<file path="src/rtl/pipe_ctrl_pkg.sv">
// rtl/pipe_ctrl_pkg.sv - shared types, encodings and helpers for the pipeline controller
package pipe_ctrl_pkg;

  typedef enum logic [1:0] {
    ST_RUN      = 2'd0,
    ST_LU_STALL = 2'd1,
    ST_FREEZE   = 2'd2
  } ctrl_state_e;

  localparam logic [1:0] FWD_RF  = 2'b00;
  localparam logic [1:0] FWD_MEM = 2'b01;
  localparam logic [1:0] FWD_WB  = 2'b10;

  typedef struct packed {
    logic       valid;
    logic [4:0] rs1;
    logic [4:0] rs2;
    logic [4:0] rd;
    logic       reg_wen;
    logic       mem_ren;
  } ex_shadow_t;

  typedef struct packed {
    logic       valid;
    logic [4:0] rd;
    logic       reg_wen;
  } late_shadow_t;

  // x0 is hardwired to zero, so a write to it never produces a forwardable value
  function automatic logic fwd_hit(late_shadow_t s, logic [4:0] src);
    return s.valid & s.reg_wen & (s.rd != 5'd0) & (s.rd == src);
  endfunction

endpackage

</file>
<file path="src/rtl/pipeline_ctrl_if.sv">
// rtl/pipeline_ctrl_if.sv - decode/hazard inputs and pipeline control outputs of the controller
interface pipeline_ctrl_if;

  logic        id_valid_i;
  logic [4:0]  id_rs1_i;
  logic [4:0]  id_rs2_i;
  logic [4:0]  id_rd_i;
  logic        id_uses_rs2_i;
  logic        id_reg_wen_i;
  logic        id_mem_ren_i;
  logic        ex_redirect_i;
  logic        icache_stall_i;
  logic        dcache_stall_i;

  logic        pc_en_o;
  logic        pc_sel_o;
  logic        ifid_en_o;
  logic        ifid_flush_o;
  logic        idex_en_o;
  logic        idex_flush_o;
  logic        exmem_en_o;
  logic        memwb_en_o;
  logic [1:0]  fwd_a_o;
  logic [1:0]  fwd_b_o;
  logic [31:0] stall_cnt_o;
  logic [31:0] flush_cnt_o;

  modport master (
    output id_valid_i, id_rs1_i, id_rs2_i, id_rd_i, id_uses_rs2_i,
    output id_reg_wen_i, id_mem_ren_i, ex_redirect_i, icache_stall_i, dcache_stall_i,
    input  pc_en_o, pc_sel_o, ifid_en_o, ifid_flush_o, idex_en_o, idex_flush_o,
    input  exmem_en_o, memwb_en_o, fwd_a_o, fwd_b_o, stall_cnt_o, flush_cnt_o
  );

  modport slave (
    input  id_valid_i, id_rs1_i, id_rs2_i, id_rd_i, id_uses_rs2_i,
    input  id_reg_wen_i, id_mem_ren_i, ex_redirect_i, icache_stall_i, dcache_stall_i,
    output pc_en_o, pc_sel_o, ifid_en_o, ifid_flush_o, idex_en_o, idex_flush_o,
    output exmem_en_o, memwb_en_o, fwd_a_o, fwd_b_o, stall_cnt_o, flush_cnt_o
  );

endinterface

</file>
<file path="src/rtl/fwd_unit.sv">
// rtl/fwd_unit.sv - operand bypass select for one EX source register, MEM result preferred over WB
module fwd_unit
  import pipe_ctrl_pkg::*;
(
  input  late_shadow_t mem_i,
  input  late_shadow_t wb_i,
  input  logic [4:0]   src_i,
  output logic [1:0]   sel_o
);

  always_comb begin
    sel_o = FWD_RF;
    if (fwd_hit(mem_i, src_i)) begin
      sel_o = FWD_MEM;
    end else if (fwd_hit(wb_i, src_i)) begin
      sel_o = FWD_WB;
    end
  end

endmodule

</file>
<file path="src/rtl/pipeline_ctrl.sv">
// rtl/pipeline_ctrl.sv - 5-stage pipeline hazard controller: freeze, redirect, load-use stall and forwarding
module pipeline_ctrl
  import pipe_ctrl_pkg::*;
(
  input  logic           clk,
  input  logic           rst_n,
  pipeline_ctrl_if.slave bus
);

  ctrl_state_e  state_q, state_d;
  ex_shadow_t   ex_q, ex_d;
  late_shadow_t mem_q, mem_d;
  late_shadow_t wb_q, wb_d;
  logic [31:0]  stall_cnt_q, stall_cnt_d;
  logic [31:0]  flush_cnt_q, flush_cnt_d;

  logic mem_stall;
  logic redirect;
  logic hazard;
  logic lu_stall;

  logic pc_en, pc_sel, ifid_en, ifid_flush, idex_en, idex_flush, exmem_en, memwb_en;
  logic [1:0] fwd_a_raw, fwd_b_raw;

  always_comb begin
    mem_stall = bus.icache_stall_i | bus.dcache_stall_i;
    redirect  = bus.ex_redirect_i & ~mem_stall;
    hazard    = bus.id_valid_i & ex_q.valid & ex_q.mem_ren & (ex_q.rd != 5'd0) &
                ((ex_q.rd == bus.id_rs1_i) | (bus.id_uses_rs2_i & (ex_q.rd == bus.id_rs2_i)));
    // a redirect flushes the dependent ID instruction, so the stall would be wasted
    lu_stall  = hazard & ~mem_stall & ~bus.ex_redirect_i & (state_q != ST_LU_STALL);
  end

  always_comb begin
    pc_en      = 1'b1;
    pc_sel     = 1'b0;
    ifid_en    = 1'b1;
    ifid_flush = 1'b0;
    idex_en    = 1'b1;
    idex_flush = 1'b0;
    exmem_en   = 1'b1;
    memwb_en   = 1'b1;
    if (!rst_n) begin
      pc_en      = 1'b0;
      ifid_en    = 1'b0;
      ifid_flush = 1'b1;
      idex_en    = 1'b0;
      idex_flush = 1'b1;
      exmem_en   = 1'b0;
      memwb_en   = 1'b0;
    end else if (mem_stall) begin
      pc_en    = 1'b0;
      ifid_en  = 1'b0;
      idex_en  = 1'b0;
      exmem_en = 1'b0;
      memwb_en = 1'b0;
    end else if (redirect) begin
      pc_sel     = 1'b1;
      ifid_flush = 1'b1;
      idex_flush = 1'b1;
    end else if (lu_stall) begin
      pc_en      = 1'b0;
      ifid_en    = 1'b0;
      idex_flush = 1'b1;
    end
  end

  always_comb begin
    state_d = state_q;
    if (mem_stall) begin
      state_d = ST_FREEZE;
    end else begin
      case (state_q)
        ST_RUN:      state_d = lu_stall ? ST_LU_STALL : ST_RUN;
        ST_LU_STALL: state_d = ST_RUN;
        ST_FREEZE:   state_d = ST_RUN;
        default:     state_d = ST_RUN;
      endcase
    end
  end

  always_comb begin
    ex_d  = ex_q;
    mem_d = mem_q;
    wb_d  = wb_q;
    if (idex_en) begin
      ex_d.valid   = bus.id_valid_i & ~idex_flush;
      ex_d.rs1     = bus.id_rs1_i;
      ex_d.rs2     = bus.id_rs2_i;
      ex_d.rd      = bus.id_rd_i;
      ex_d.reg_wen = bus.id_reg_wen_i;
      ex_d.mem_ren = bus.id_mem_ren_i;
    end
    if (exmem_en) begin
      mem_d.valid   = ex_q.valid;
      mem_d.rd      = ex_q.rd;
      mem_d.reg_wen = ex_q.reg_wen;
    end
    if (memwb_en) begin
      wb_d = mem_q;
    end
  end

  always_comb begin
    stall_cnt_d = stall_cnt_q + {31'd0, mem_stall | lu_stall};
    flush_cnt_d = flush_cnt_q + {31'd0, redirect};
  end

  always_ff @(posedge clk) begin
    if (!rst_n) begin
      state_q     <= ST_RUN;
      ex_q        <= '0;
      mem_q       <= '0;
      wb_q        <= '0;
      stall_cnt_q <= 32'd0;
      flush_cnt_q <= 32'd0;
    end else begin
      state_q     <= state_d;
      ex_q        <= ex_d;
      mem_q       <= mem_d;
      wb_q        <= wb_d;
      stall_cnt_q <= stall_cnt_d;
      flush_cnt_q <= flush_cnt_d;
    end
  end

  fwd_unit u_fwd_a (
    .mem_i (mem_q),
    .wb_i  (wb_q),
    .src_i (ex_q.rs1),
    .sel_o (fwd_a_raw)
  );

  fwd_unit u_fwd_b (
    .mem_i (mem_q),
    .wb_i  (wb_q),
    .src_i (ex_q.rs2),
    .sel_o (fwd_b_raw)
  );

  assign bus.pc_en_o      = pc_en;
  assign bus.pc_sel_o     = pc_sel;
  assign bus.ifid_en_o    = ifid_en;
  assign bus.ifid_flush_o = ifid_flush;
  assign bus.idex_en_o    = idex_en;
  assign bus.idex_flush_o = idex_flush;
  assign bus.exmem_en_o   = exmem_en;
  assign bus.memwb_en_o   = memwb_en;
  assign bus.fwd_a_o      = rst_n ? fwd_a_raw : FWD_RF;
  assign bus.fwd_b_o      = rst_n ? fwd_b_raw : FWD_RF;
  assign bus.stall_cnt_o  = stall_cnt_q;
  assign bus.flush_cnt_o  = flush_cnt_q;

endmodule

</file>
<file path="src/flat_wrapper.sv">
// flat-port wrapper written by rule: the top's interface ports become plain ports
module pipeline_ctrl_flat import pipe_ctrl_pkg::*;
  (clk, rst_n, bus_id_valid_i, bus_id_rs1_i, bus_id_rs2_i, bus_id_rd_i, bus_id_uses_rs2_i, bus_id_reg_wen_i, bus_id_mem_ren_i, bus_ex_redirect_i, bus_icache_stall_i, bus_dcache_stall_i, bus_pc_en_o, bus_pc_sel_o, bus_ifid_en_o, bus_ifid_flush_o, bus_idex_en_o, bus_idex_flush_o, bus_exmem_en_o, bus_memwb_en_o, bus_fwd_a_o, bus_fwd_b_o, bus_stall_cnt_o, bus_flush_cnt_o);
  pipeline_ctrl_if bus_i ();
  input  logic clk;
  input  logic rst_n;
  input wire logic [$bits(bus_i.id_valid_i)-1:0] bus_id_valid_i;
  input wire logic [$bits(bus_i.id_rs1_i)-1:0] bus_id_rs1_i;
  input wire logic [$bits(bus_i.id_rs2_i)-1:0] bus_id_rs2_i;
  input wire logic [$bits(bus_i.id_rd_i)-1:0] bus_id_rd_i;
  input wire logic [$bits(bus_i.id_uses_rs2_i)-1:0] bus_id_uses_rs2_i;
  input wire logic [$bits(bus_i.id_reg_wen_i)-1:0] bus_id_reg_wen_i;
  input wire logic [$bits(bus_i.id_mem_ren_i)-1:0] bus_id_mem_ren_i;
  input wire logic [$bits(bus_i.ex_redirect_i)-1:0] bus_ex_redirect_i;
  input wire logic [$bits(bus_i.icache_stall_i)-1:0] bus_icache_stall_i;
  input wire logic [$bits(bus_i.dcache_stall_i)-1:0] bus_dcache_stall_i;
  output wire logic [$bits(bus_i.pc_en_o)-1:0] bus_pc_en_o;
  output wire logic [$bits(bus_i.pc_sel_o)-1:0] bus_pc_sel_o;
  output wire logic [$bits(bus_i.ifid_en_o)-1:0] bus_ifid_en_o;
  output wire logic [$bits(bus_i.ifid_flush_o)-1:0] bus_ifid_flush_o;
  output wire logic [$bits(bus_i.idex_en_o)-1:0] bus_idex_en_o;
  output wire logic [$bits(bus_i.idex_flush_o)-1:0] bus_idex_flush_o;
  output wire logic [$bits(bus_i.exmem_en_o)-1:0] bus_exmem_en_o;
  output wire logic [$bits(bus_i.memwb_en_o)-1:0] bus_memwb_en_o;
  output wire logic [$bits(bus_i.fwd_a_o)-1:0] bus_fwd_a_o;
  output wire logic [$bits(bus_i.fwd_b_o)-1:0] bus_fwd_b_o;
  output wire logic [$bits(bus_i.stall_cnt_o)-1:0] bus_stall_cnt_o;
  output wire logic [$bits(bus_i.flush_cnt_o)-1:0] bus_flush_cnt_o;
  assign bus_i.id_valid_i = bus_id_valid_i;
  assign bus_i.id_rs1_i = bus_id_rs1_i;
  assign bus_i.id_rs2_i = bus_id_rs2_i;
  assign bus_i.id_rd_i = bus_id_rd_i;
  assign bus_i.id_uses_rs2_i = bus_id_uses_rs2_i;
  assign bus_i.id_reg_wen_i = bus_id_reg_wen_i;
  assign bus_i.id_mem_ren_i = bus_id_mem_ren_i;
  assign bus_i.ex_redirect_i = bus_ex_redirect_i;
  assign bus_i.icache_stall_i = bus_icache_stall_i;
  assign bus_i.dcache_stall_i = bus_dcache_stall_i;
  assign bus_pc_en_o = bus_i.pc_en_o;
  assign bus_pc_sel_o = bus_i.pc_sel_o;
  assign bus_ifid_en_o = bus_i.ifid_en_o;
  assign bus_ifid_flush_o = bus_i.ifid_flush_o;
  assign bus_idex_en_o = bus_i.idex_en_o;
  assign bus_idex_flush_o = bus_i.idex_flush_o;
  assign bus_exmem_en_o = bus_i.exmem_en_o;
  assign bus_memwb_en_o = bus_i.memwb_en_o;
  assign bus_fwd_a_o = bus_i.fwd_a_o;
  assign bus_fwd_b_o = bus_i.fwd_b_o;
  assign bus_stall_cnt_o = bus_i.stall_cnt_o;
  assign bus_flush_cnt_o = bus_i.flush_cnt_o;
  pipeline_ctrl u_core (.clk(clk), .rst_n(rst_n), .bus(bus_i));
endmodule
</file>
<file path="config.mk">
export PLATFORM = sky130hd
export DESIGN_NAME = pipeline_ctrl_flat
export DESIGN_NICKNAME = d
export VERILOG_FILES = /design/src/rtl/pipe_ctrl_pkg.sv /design/src/rtl/pipeline_ctrl_if.sv /design/src/rtl/fwd_unit.sv /design/src/rtl/pipeline_ctrl.sv /design/src/flat_wrapper.sv
export SDC_FILE = /design/constraint.sdc
export NUM_CORES = 1
export LEC_CHECK = 0
export CORE_MARGIN = 2
export CORE_UTILIZATION = 35
export CTS_BUF_LIST = sky130_fd_sc_hd__clkbuf_8
export CTS_CLUSTER_SIZE = 16
export DETAILED_ROUTE_END_ITERATION = 16
export GPL_TIMING_DRIVEN = 0
export HOLD_SLACK_MARGIN = 0.08
export PLACE_DENSITY = 0.65
export SLEW_MARGIN = 40
export SYNTH_ARGS = -nofsm -noshare
export SYNTH_HDL_FRONTEND = slang
export SYNTH_SLANG_ARGS = --single-unit
</file>
<file path="constraint.sdc">
create_clock -name clk -period 3.3 [get_ports clk]
set_input_delay 0.66 -clock clk [delete_from_list [all_inputs] [get_ports clk]]
set_output_delay 0.66 -clock clk [all_outputs]
set_load 0.01 [all_outputs]
</file>
==> summary.md, run 1 <==
| Metric | Value |
|---|---|
| Hold_ws | 0.455 ns |
| Non-Filler Instances | 857 |
| Die Span X | about 120 µm |
| Port Buf Inserts | between 90 and 100 |
| Post-DR wirelength/cell | between 15 and 20 µm |
| Max Slew Vio Count | 0 |
| Unrepaired setup endpoints after global routing | true |
| Max-cap violations | 0 |
| Flops & latches, synth | 98 |
| Seq/Total Area, Yosys | 0.422 |
| Synth area leaders | dfxtp_1 42%, nand2_1 7.8%, xor2_1 6.8%, a21oi_1 6.5%, or4_1 4.2% |
| CP max stage delay | roughly 0.57 ns |
| Final Wtd Congestion | between 0.9 and 1 |
| Hold Fails Final Rpt | 0 |
| Critical path class | input port to output port |
| DRT iter0 DRCs | 291 |
| Drt first pass iters | 6 |
| Post-route clock skew | approximately 0.015 ns |
| Filler cells | 1284 |
| Synth Area in Simple Gates | 0.289 |
| Hold path depth | 2 |
| Critical path startpoint category | input port |
| Synth cell count leaders | 98 x dfxtp_1, 96 x nand2_1, 60 x a21oi_1, 36 x xor2_1, 26 x or4_1 |
| EDFF count, synth | 0 |
| R2R depth | 10 |
| ANT cells | 0 |
| Dpl cell area | 5860 µm² |
| Worst path slowest cell | clkdlybuf4s50_1 |
| Netlist cell types | 35 |
| Hold Startpoint | u_core.ex_q[1]$_SDFFE_PN0P_ |
| Clk sinks | 98 |
| Crit path arrival time | 2.52 ns |
| Gr usage total | 0.191 |
| Post-Synth XOR/XNOR Area | 0.0980 |
| Die Footprint | 14200 µm² |
| CP endpoint kind | output port |
| Dpl hpwl | 9930 µm |
| Fin Setup TNS | 0 ns |
| I/O pin count | 100 |
| Hold EP | u_core.mem_q[0]$_SDFFE_PN0P_ |
| Synth area leader | dfxtp_1 |
| Clock Path Buffers | 2 |
| Synth Area in Compound Gates | 0.126 |
| Routed Antenna Nets | 0 |
| Mapped Area | 4650 µm² |
| Vias in the first global route | 4329 |
| Synthesized-area fraction occupied by adder cells | 0.0108 |
| Post-Place Cells | 836 |
| Total power divided by cell area | between 300 and 400 nW/µm² |
| Cell row count | 42 |
| CTS tree | yes |
| Reg2reg end | u_core.bus.stall_cnt_o[28]$_SDFF_PN0_ |
| Number of synthesis warnings | 0 |
| Mux cell area share after synthesis | 0.0172 |
| H-tree depth reported by CTS | 3 |
| Largest family of logic cells by synthesized area | simple AND/OR/NAND/NOR gates |
| Core area | 13100 µm² |
| Via density | 5.33 |
| Worst-Margin Slew | 0.707 ns |
| HP Class | flop to flop |
| Initial antenna violation count | 0 |
| # DRC | 0 |
| Outcome | complete, no violations |
| Setup slack, reg-to-reg | 0.25 ns |
| Starting Density | 0.355 |
| Peak supply drop | 164 µV |
| Total CTS buffers | 9 |
| Syn Inst Count | 561 |
| Ratio of cells with drive above 1 in the final layout | 0.0675 |
| Pin count of the biggest net entering global routing | 17 |
| Post-synth ARST share | 0 |
| Worst-path fanout max | 10 |
| Final core occ | 0.474 |
| Synth top area share | 0.422 |
| Area grow syn2layout | 33.5% |
| Period utilisation layout | 0.965 |
| Syn nets | 589 |
| Worst r2r src | u_core.ex_q[4]$_SDFFE_PN0P_ |
| WP data required | around 2.6 ns |
| First-pass GRT wire length | 21800 µm |
| Average size of a mapped cell | 8.28 µm² |
| Die Height | 119 µm |
| Via count | 4571 |
| Total routed wirelength | about 14000 µm |
| Worst skew pair latency | 0.37 ns |
| Primary FF master, synth | dfxtp_1 |
| Clock transition at the registers of the reported paths | approximately 0.10 ns |
| Fin crit period | 3.18 ns |
| Peak Freq | 0.314 GHz |
| Count leader, synth | dfxtp_1 |
| Root Driver | clkbuf_8 |
| NumNets Final | 704 |
| Slew headroom | 0.524 |
| Crit-path cells | clkdlybuf4s50_1 -> clkbuf_2 -> clkbuf_2 -> and2_1 -> clkdlybuf4s50_1 |
| Finish-stage setup viols | 0 |
| Static Leak | 2.14 nW |
| Design area | 6200 µm² |
| Total grt overflow | 0 |
## critical path: cells and delay by family
family                 cells  cell delay, ns
buffers and inverters      4            1.69
and+or+nand+nor            1            0.17
## through the flow
stage	total power [mW]	setup WS (ns)
6_report	2.27	0.117
4_1_cts	2.29	0.0166
2_1_floorplan	1.33	0.0207
3_5_place_dp	1.42	-0.941
5_1_grt	2.36	0.00195
3_3_place_gp	1.41	-0.893
## timing repair
| item | in CTS | in global routing |
|---|---|---|
| hold buffers | 0 | 0 |
| gates resized for setup | 15 | 16 |
| pin swaps | 5 | 6 |
| buffers inserted | 4 | 2 |
| setup endpoints to repair | 24 | 22 |
## power by group
group | internal [mW] | leakage (nW) | total, mW | switching, mW
clock network | 0.449 | 0.112 | 0.876 | 0.427
logic | 0.0806 | 1.24 | 0.175 | 0.0940
registers | 1.20 | 0.792 | 1.22 | 0.0244
## cell families (layout without fill, tap and decap cells)
| family | after synthesis | in the layout |
|---|---|---|
| flops | 98 | 98 |
| xor+xnor | 52 | 52 |
| mux | 8 | 8 |
| fa+ha+maj | 4 | 4 |
| compound gates | 100 | 100 |
| simple gates | 259 | 259 |
| buf+inv | 40 | 160 |
## registers in the layout, summed over array words and instances (netlist names)
name	cells
u_core.state_q	2
u_core.bus.flush_cnt_o	32
u_core.bus.stall_cnt_o	32
u_core.mem_q	7
u_core.ex_q	18
u_core.wb_q	7
## placed cells by master, fill, tap and decap left out, types with 10 or more instances in the layout
cell type	n
clkdlybuf4s50_1	89
or3_1	11
nor4_1	10
nor2_1	24
nand2_1	96
inv_1	10
and4_1	10
xor2_1	36
a21oi_1	59
o31ai_1	18
clkbuf_8	10
nand2b_1	13
clkbuf_1	19
nand3_1	25
nand4_1	18
dfxtp_1	98
xnor2_1	16
or4_1	24
## worst max path at each step
stage                            start                                     to  depth (start not counted)
finish                           rst_n                         bus_fwd_b_o[0]                          5
global route        bus_dcache_stall_i  u_core.bus.stall_cnt_o[30]$_SDFF_PN0_                         11
CTS                    bus_id_rs2_i[1]  u_core.bus.stall_cnt_o[20]$_SDFF_PN0_                         11
detailed placement  bus_dcache_stall_i  u_core.bus.stall_cnt_o[30]$_SDFF_PN0_                         11
global placement    bus_dcache_stall_i  u_core.bus.stall_cnt_o[28]$_SDFF_PN0_                         11
floorplan           bus_dcache_stall_i  u_core.bus.stall_cnt_o[28]$_SDFF_PN0_                         10
## per-layer routing
| layer | vias to the layer above | GRT usage | share of wire |
|---|---|---|---|
| met3 | 23 | 0.0330 | 0.052 |
| met4 | 0 | 0.0751 | 0.022 |
| met1 | 2164 | 0.253 | 0.45 |
| met2 | 147 | 0.309 | 0.48 |
| met5 | - | 0 | 0 |
| li1 | 2237 | - | - |
## layout make-up
cell class	instances	area, µm²	area share
sequential	98	1960	0.316
inverter	10	37.5	0.00605
multi-input combinational	423	2580	0.416
clock inverter	6	90.1	0.0145
clock buffer	10	138	0.0222
timing repair buffer	105	1040	0.168
tap	176	220	0.0355
buffer	29	135	0.0218
(Power assumes the default switching activity.)
==> run 2: changes to the inputs <==
- CORE_MARGIN: 2 -> 3
==> summary.md, run 2 (synthesis results as in run 1) <==
| Metric | Value |
|---|---|
| Outcome | complete, no violations (unchanged) |
| Peak Freq | 0.314 GHz (about the same) |
| Ratio of cells with drive above 1 in the final layout | 0.0674 (was 0.0675) |
| Setup slack, reg-to-reg | 0.24 ns (was 0.25 ns) |
| Clk sinks | 98 (unchanged) |
| CP max stage delay | 0.50 ns (was 0.57 ns) |
| Total power | 2.28 mW (was 2.27 mW) |
| Finish-stage setup viols | 0 (unchanged) |
| Total CTS buffers | 9 (unchanged) |
| Critical path capture point | bus_pc_en_o (was bus_fwd_b_o[0]) |
| Total routed wirelength | 13700 µm (was 13600 µm) |
| First-pass GRT wire length | 22000 µm (was 21800 µm) |
| Crit path from | bus_id_rs1_i[0] (was rst_n) |
| Starting Density | 0.362 (was 0.355) |
| HP Class | flop to flop (unchanged) |
| Total grt overflow | 0 (unchanged) |
| Gr usage total | 0.185 (was 0.191) |
| Die Footprint | 14700 µm² (was 14200 µm²) |
| Worst path slowest cell | clkdlybuf4s50_1 (unchanged) |
| Worst-Margin Slew | 0.623 ns (was 0.707 ns) |
| Critical path buffer and inverter count | 4 (unchanged) |
| Die Height | 121 µm (was 119 µm) |
| Root Driver | clkbuf_8 (unchanged) |
| Core area | 12800 µm² (was 13100 µm²) |
| CP endpoint kind | output port (unchanged) |
| H-tree depth reported by CTS | 3 (unchanged) |
| WP data required | 2.64 ns (about the same) |
| Cell row count | 41 (was 42) |
| Area taken by flip-flops and latches | 1960 µm² (unchanged) |
| Port Buf Inserts | 99 (unchanged) |
| Final core occ | 0.484 (was 0.474) |
| Final Wtd Congestion | 0.894 (was 0.941) |
| Slew headroom | 0.581 (was 0.524) |
| ANT cells | 0 (unchanged) |
| Drt first pass iters | 5 (was 6) |
| Total power divided by cell area | 368 nW/µm² (was 366 nW/µm²) |
| Fin Setup TNS | 0 ns (unchanged) |
| Clock Path Buffers | 2 (unchanged) |
| Crit-path cells | clkdlybuf4s50_1 -> xor2_1 -> nor2_1 -> a32oi_2 -> buf_4 -> o21a_1 -> buf_4 -> dlygate4sd2_1 (was clkdlybuf4s50_1 -> clkbuf_2 -> clkbuf_2 -> and2_1 -> clkdlybuf4s50_1) |
| Reg2reg end | u_core.bus.stall_cnt_o[26]$_SDFF_PN0_ (was u_core.bus.stall_cnt_o[28]$_SDFF_PN0_) |
| Vias in the first global route | 4322 (was 4329) |
| Critical path class | input port to output port (unchanged) |
| Period utilisation layout | 0.964 (was 0.965) |
| Post-route clock skew | 0.00695 ns (was 0.0148 ns) |
| R2R depth | 10 (unchanged) |
| Critical path startpoint category | input port (unchanged) |
| I/O pin count | 100 (unchanged) |
| Die Span X | 121 µm (was 119 µm) |
| # DRC | 0 (unchanged) |
| Most common cell after layout, fill and taps aside | dfxtp_1 (unchanged) |
| Filler cells | 1290 (was 1284) |
| Hold Fails Final Rpt | 0 (unchanged) |
| Max-cap violations | 0 (unchanged) |
| Pin count of the biggest net entering global routing | 16 (was 17) |
| Via density | 5.33 (about the same) |
| Worst-path fanout max | 4 (was 10) |
| Routed Antenna Nets | 0 (unchanged) |
| Crit path max-delay family | buffers and inverters (unchanged) |
| Worst skew pair latency | 0.37 ns (about the same) |
| Area grow syn2layout | 33.6% (was 33.5%) |
| Crit path top cell by count | buf_4 |
| Multi-input combinational cell area | 2580 µm² (about the same) |
| Fin crit period | 3.18 ns (about the same) |
| NumNets Final | 706 (was 704) |
| Max Slew Vio Count | 0 (unchanged) |
| Number of cells on the critical path | 8 (was 5) |
| Worst r2r src | u_core.ex_q[6]$_SDFFE_PN0P_ (was u_core.ex_q[4]$_SDFFE_PN0P_) |
| CTS tree | yes (unchanged) |
| Most frequent cells in the layout | 98 x dfxtp_1, 96 x nand2_1, 90 x clkdlybuf4s50_1 (was 98 x dfxtp_1, 96 x nand2_1, 89 x clkdlybuf4s50_1) |
| Peak supply drop | 176 µV (was 164 µV) |
| Clock transition at the registers of the reported paths | 0.09 ns (was 0.10 ns) |
| Static Leak | 2.13 nW (was 2.14 nW) |
| Via count | 4556 (was 4571) |
| Post-DR wirelength/cell | 16.0 µm (was 15.8 µm) |
| Dpl hpwl | 10100 µm (was 9930 µm) |
| Initial antenna violation count | 0 (unchanged) |
| DRT iter0 DRCs | 303 (was 291) |
| Crit path arrival time | 2.52 ns (about the same) |
==> run 2: how the worst min path moves through the flow <==
stage	from	endpoint	slack, ns	depth (start not counted)
after floorplan	u_core.ex_q[1]$_SDFFE_PN0P_	u_core.mem_q[0]$_SDFFE_PN0P_	0.43	2
after global placement	u_core.ex_q[1]$_SDFFE_PN0P_	u_core.ex_q[1]$_SDFFE_PN0P_	0.45	2
after detailed placement	u_core.ex_q[1]$_SDFFE_PN0P_	u_core.mem_q[0]$_SDFFE_PN0P_	0.45	2
after CTS	u_core.ex_q[1]$_SDFFE_PN0P_	u_core.mem_q[0]$_SDFFE_PN0P_	0.46	2
after global routing	u_core.ex_q[1]$_SDFFE_PN0P_	u_core.mem_q[0]$_SDFFE_PN0P_	0.48	2
final	u_core.ex_q[1]$_SDFFE_PN0P_	u_core.mem_q[0]$_SDFFE_PN0P_	0.46	2
==> run 2: per-layer routing <==
metal	global-route usage	vias up	wire, µm
li1	-	2231	-
met3	0.0392	20	909
met5	0	-	0
met2	0.299	145	6390
met4	0.0574	0	252
met1	0.248	2160	6150
==> run 2: timing repair <==
| action | in CTS | in global routing |
|---|---|---|
| pin swaps | 6 | 6 |
| setup endpoints to repair | 21 | 19 |
| hold buffers | 0 | 0 |
| endpoints found under the hold margin | 0 | 0 |
| resized for setup | 16 | 13 |
| buffers inserted | 4 | 4 |
==> run 2: per-stage QoR <==
stage                     std cells  cell area, µm²  hold slack [ns]  setup slack (ns)
final                           854            6210            0.460             0.117
after global routing            854            6210            0.483        -0.0000462
after CTS                       850            6150            0.459          0.000485
after detailed placement        832            5860            0.447            -0.953
after global placement          832            5860            0.445            -0.913
after floorplan                 561            4650            0.432            0.0207
==> run 2: worst reg2reg max path: stages, from the launching register on <==
cell and delay, ns:
dfxtp_1 0.50, xor2_1 0.14, nor4_2 0.30, a32oi_2 0.23, o21ai_1 0.19, ha_2 0.22, ha_4 0.14, and4_1 0.21
or4b_4 0.51, or4_4 0.43, a21oi_2 0.13
==> run 2: report_power, final <==
| part | internal (mW) | switching [mW] | leakage [nW] |
|---|---|---|---|
| sequential | 1.20 | 0.0241 | 0.792 |
| clock | 0.464 | 0.418 | 0.108 |
| combinational | 0.0816 | 0.0954 | 1.23 |
==> run 2: cell type report <==
cell class / instances / area share
buffer: 29 / 0.0216
clock buffer: 11 / 0.0244
clock inverter: 4 / 0.0121
inverter: 10 / 0.00605
multi-input combinational: 423 / 0.415
sequential: 98 / 0.316
tap: 172 / 0.0347
timing repair buffer: 107 / 0.170
==> run 3: changes to the inputs <==
- ABC_AREA: unset -> 1
- PLACE_DENSITY: 0.65 -> 0.64
==> summary.md, run 3 <==
| Metric | Value |
|---|---|
| Via count | 5070 (was 4556) |
| Worst path slowest cell | clkdlybuf4s50_1 (unchanged) |
| Max Used Layer | met4 (unchanged) |
| Max-cap violations | 0 (unchanged) |
| Synth area leaders | dfxtp_1 40%, nand2_1 17%, nor2_1 9.5%, inv_1 6.6%, a21oi_1 4.0% (was dfxtp_1 42%, nand2_1 7.8%, xor2_1 6.8%, a21oi_1 6.5%, or4_1 4.2%) |
| Fin crit period | 3.04 ns (was 3.18 ns) |
| Gr usage total | 0.179 (was 0.185) |
| Port Buf Inserts | 98 (was 99) |
| Clock transition at the registers of the reported paths | 0.09 ns (about the same) |
| CP max stage delay | 0.56 ns (was 0.50 ns) |
| Fin Setup TNS | 0 ns (unchanged) |
| WP data required | 2.64 ns (about the same) |
| ANT cells | 0 (unchanged) |
| Total power divided by cell area | 349 nW/µm² (was 368 nW/µm²) |
| Primary FF master, synth | dfxtp_1 (unchanged) |
| Die Height | 125 µm (was 121 µm) |
| Synth area leader | dfxtp_1 (unchanged) |
| Starting Density | 0.366 (was 0.362) |
| Static Leak | 2.20 nW (was 2.13 nW) |
| Via density | 4.85 (was 5.33) |
| Period utilisation layout | 0.921 (was 0.964) |
| CP endpoint kind | output port (unchanged) |
| Design area | 6360 µm² (was 6210 µm²) |
| Crit-path cells | clkdlybuf4s50_1 -> inv_1 -> nand2_1 -> nand2_1 -> nor2_1 -> nand3_1 -> nand2_1 -> nand2_2 -> nand2_2 -> nor2_2 -> clkdlybuf4s50_1 (was clkdlybuf4s50_1 -> xor2_1 -> nor2_1 -> a32oi_2 -> buf_4 -> o21a_1 -> buf_4 -> dlygate4sd2_1) |
| Drt first pass iters | 5 (unchanged) |
| I/O pin count | 100 (unchanged) |
| Syn nets | 788 (was 589) |
| Dpl hpwl | 11000 µm (was 10100 µm) |
| Post-synth ARST share | 0 (unchanged) |
| Worst-path fanout max | 4 (unchanged) |
| EDFF count, synth | 0 (unchanged) |
| R2R depth | 19 (was 10) |
| Ratio of cells with drive above 1 in the final layout | 0.0598 (was 0.0674) |
| Routed wl met2 | 6140 µm (was 6390 µm) |
| Syn Inst Count | 760 (was 561) |
| Finish-stage setup viols | 0 (unchanged) |
| Final Wtd Congestion | 0.910 (was 0.894) |
| Hold EP | u_core.wb_q[0]$_SDFFE_PN0P_ (was u_core.mem_q[0]$_SDFFE_PN0P_) |
| Dpl cell area | 6160 µm² (was 5860 µm²) |
| Filler cells | 1416 (was 1290) |
| Setup slack, reg-to-reg | 0.78 ns (was 0.24 ns) |
| Total routed wirelength | 14100 µm (was 13700 µm) |
| Netlist cell types | 30 (was 35) |
| Number of synthesis warnings | 0 (unchanged) |
| Most frequent cells in the layout | 226 x nand2_1, 124 x nor2_1, 98 x dfxtp_1 (was 98 x dfxtp_1, 96 x nand2_1, 90 x clkdlybuf4s50_1) |
| Peak Freq | 0.329 GHz (was 0.314 GHz) |
| Die Footprint | 15600 µm² (was 14700 µm²) |
| Crit path arrival time | 2.38 ns (was 2.52 ns) |
| Critical path class | input port to output port (unchanged) |
| Total CTS buffers | 9 (unchanged) |
| CTS tree | yes (unchanged) |
| Mapped Area | 4960 µm² (was 4650 µm²) |
| Critical path buffer and inverter count | 3 (was 4) |
| Flops & latches, synth | 98 (unchanged) |
| Unrepaired setup endpoints after global routing | false |
| Hold Fails Final Rpt | 0 (unchanged) |
| DRT met1 WL | 6730 µm (was 6150 µm) |
| Crit path max-delay family | buffers and inverters (unchanged) |
| Max Slew Vio Count | 0 (unchanged) |
| Pin count of the biggest net entering global routing | 15 (was 16) |
| Post-route clock skew | 0.0121 ns (was 0.00695 ns) |
| Die Span X | 125 µm (was 121 µm) |
| Hold buffer count at CTS | 0 (unchanged) |
| Cell row count | 42 (was 41) |
| Gates resized, CTS repair | 0 (was 16) |
| Synth top area share | 0.396 (was 0.422) |
| Reg2reg end | u_core.bus.stall_cnt_o[20]$_SDFF_PN0_ (was u_core.bus.stall_cnt_o[26]$_SDFF_PN0_) |
| First-pass GRT wire length | 22900 µm (was 22000 µm) |
| Area taken by flip-flops and latches | 1960 µm² (unchanged) |
| Clock Path Buffers | 2 (unchanged) |
| Average size of a mapped cell | 6.52 µm² (was 8.28 µm²) |
| Count leader, synth | nand2_1 (was dfxtp_1) |
| Worst-Margin Slew | 0.828 ns (was 0.623 ns) |
| Slew headroom | 0.448 (was 0.581) |
| Core area | 13600 µm² (was 12800 µm²) |
| DRT iter0 DRCs | 411 (was 303) |
| Worst skew pair latency | 0.37 ns (about the same) |
| Post-CTS setup buffers | 0 (was 4) |
| Vias in the first global route | 4567 (was 4322) |
| Synth cell count leaders | 228 x nand2_1, 126 x nor2_1, 98 x dfxtp_1, 87 x inv_1, 40 x a21oi_1 (was 98 x dfxtp_1, 96 x nand2_1, 60 x a21oi_1, 36 x xor2_1, 26 x or4_1) |
| Routed wl met3 | 1030 µm (was 909 µm) |
| HP Class | flop to flop (unchanged) |
| Hold Startpoint | u_core.wb_q[0]$_SDFFE_PN0P_ (was u_core.ex_q[1]$_SDFFE_PN0P_) |
| Critical path startpoint category | input port (unchanged) |
| Crit path top cell by count | nand2_1 (was buf_4) |
| H-tree depth reported by CTS | 3 (unchanged) |
| Initial antenna violation count | 0 (unchanged) |
| Outcome | complete, no violations (unchanged) |
| NumNets Final | 896 (was 706) |
| Most common cell after layout, fill and taps aside | nand2_1 (was dfxtp_1) |
| Peak supply drop | 176 µV (about the same) |
| Total grt overflow | 0 (unchanged) |
| Hold path depth | 2 (unchanged) |
| Routed Antenna Nets | 0 (unchanged) |
| Clk sinks | 98 (unchanged) |
| Seq/Total Area, Yosys | 0.396 (was 0.422) |
| Worst r2r src | u_core.ex_q[2]$_SDFFE_PN0P_ (was u_core.ex_q[6]$_SDFFE_PN0P_) |
| Multi-input combinational cell area | 2580 µm² (about the same) |
| Root Driver | clkbuf_8 (unchanged) |
| Post-DR wirelength/cell | 13.5 µm (was 16.0 µm) |
| Area grow syn2layout | 28.2% (was 33.6%) |
| # DRC | 0 (unchanged) |
==> run 3: metrics by stage <==
stage	hold slack (ns)	power [mW]	worst slack, ns	std cells	util
after floorplan	0.429	1.34	0.862	760	-
after global placement	0.442	1.42	0.0361	1034	0.454
after detailed placement	0.448	1.42	0.0112	1034	0.454
after CTS	0.469	2.24	0.0444	1047	0.469
after global routing	0.500	2.31	0.120	1046	0.469
final	0.466	2.22	0.262	1046	0.469
==> run 3: cell type report <==
| type | instances | share of cell area |
|---|---|---|
| flip-flops and latches | 98 | 0.309 |
| clock inverters | 4 | 0.0110 |
| clock buffers | 9 | 0.0195 |
| multi-input cells | 555 | 0.406 |
| inverters | 92 | 0.0543 |
| repair buffers | 98 | 0.154 |
| well taps | 176 | 0.0346 |
| plain buffers | 14 | 0.0116 |
==> run 3: power breakdown <==
group          total, mW  leakage, nW  internal (mW)  switching (mW)
combinational      0.177         1.30         0.0787          0.0981
sequential          1.21        0.793           1.20          0.0150
clock              0.828        0.101          0.413           0.415
total               2.22         2.20           1.69           0.528
==> run 3: worst min-delay path: cells and delay by family, from the launching register on <==
family / cells / cell delay (ns)
simple gates: 1 / 0.05
flops: 1 / 0.34
compound gates: 1 / 0.05
==> run 3: cell families (layout without fill, tap and decap cells) <==
family                   count (synthesis)  after routing  share of synthesized area
flip-flops                              98             98                      0.396
AND/OR/NAND/NOR                        444            444                      0.381
buffers and inverters                  107            217                     0.0853
AO/OA/AOI/OAI                           92             92                      0.101
adder cells (fa/ha/maj)                  4              4                     0.0101
XOR/XNOR                                15             15                     0.0265
==> run 3: how the worst max path moves through the flow <==
stage                             from                                     to  slack, ns  depth (start not counted)
floorplan           bus_icache_stall_i  u_core.bus.stall_cnt_o[20]$_SDFF_PN0_       0.86                         18
global placement       bus_id_rs1_i[1]  u_core.bus.stall_cnt_o[20]$_SDFF_PN0_       0.04                         20
detailed placement     bus_id_rs2_i[4]  u_core.bus.stall_cnt_o[20]$_SDFF_PN0_       0.01                         20
CTS                    bus_id_rs2_i[4]                            bus_pc_en_o       0.04                         12
global route           bus_id_rs2_i[4]                          bus_ifid_en_o       0.12                         11
finish                 bus_id_rs2_i[4]                          bus_ifid_en_o       0.26                         11
==> run 3: per-layer routing <==
metal / track usage / vias up
li1: - / 2618
met1: 0.252 / 2249
met2: 0.270 / 190
met3: 0.0405 / 13
met4: 0.0619 / 0
met5: 0 / -
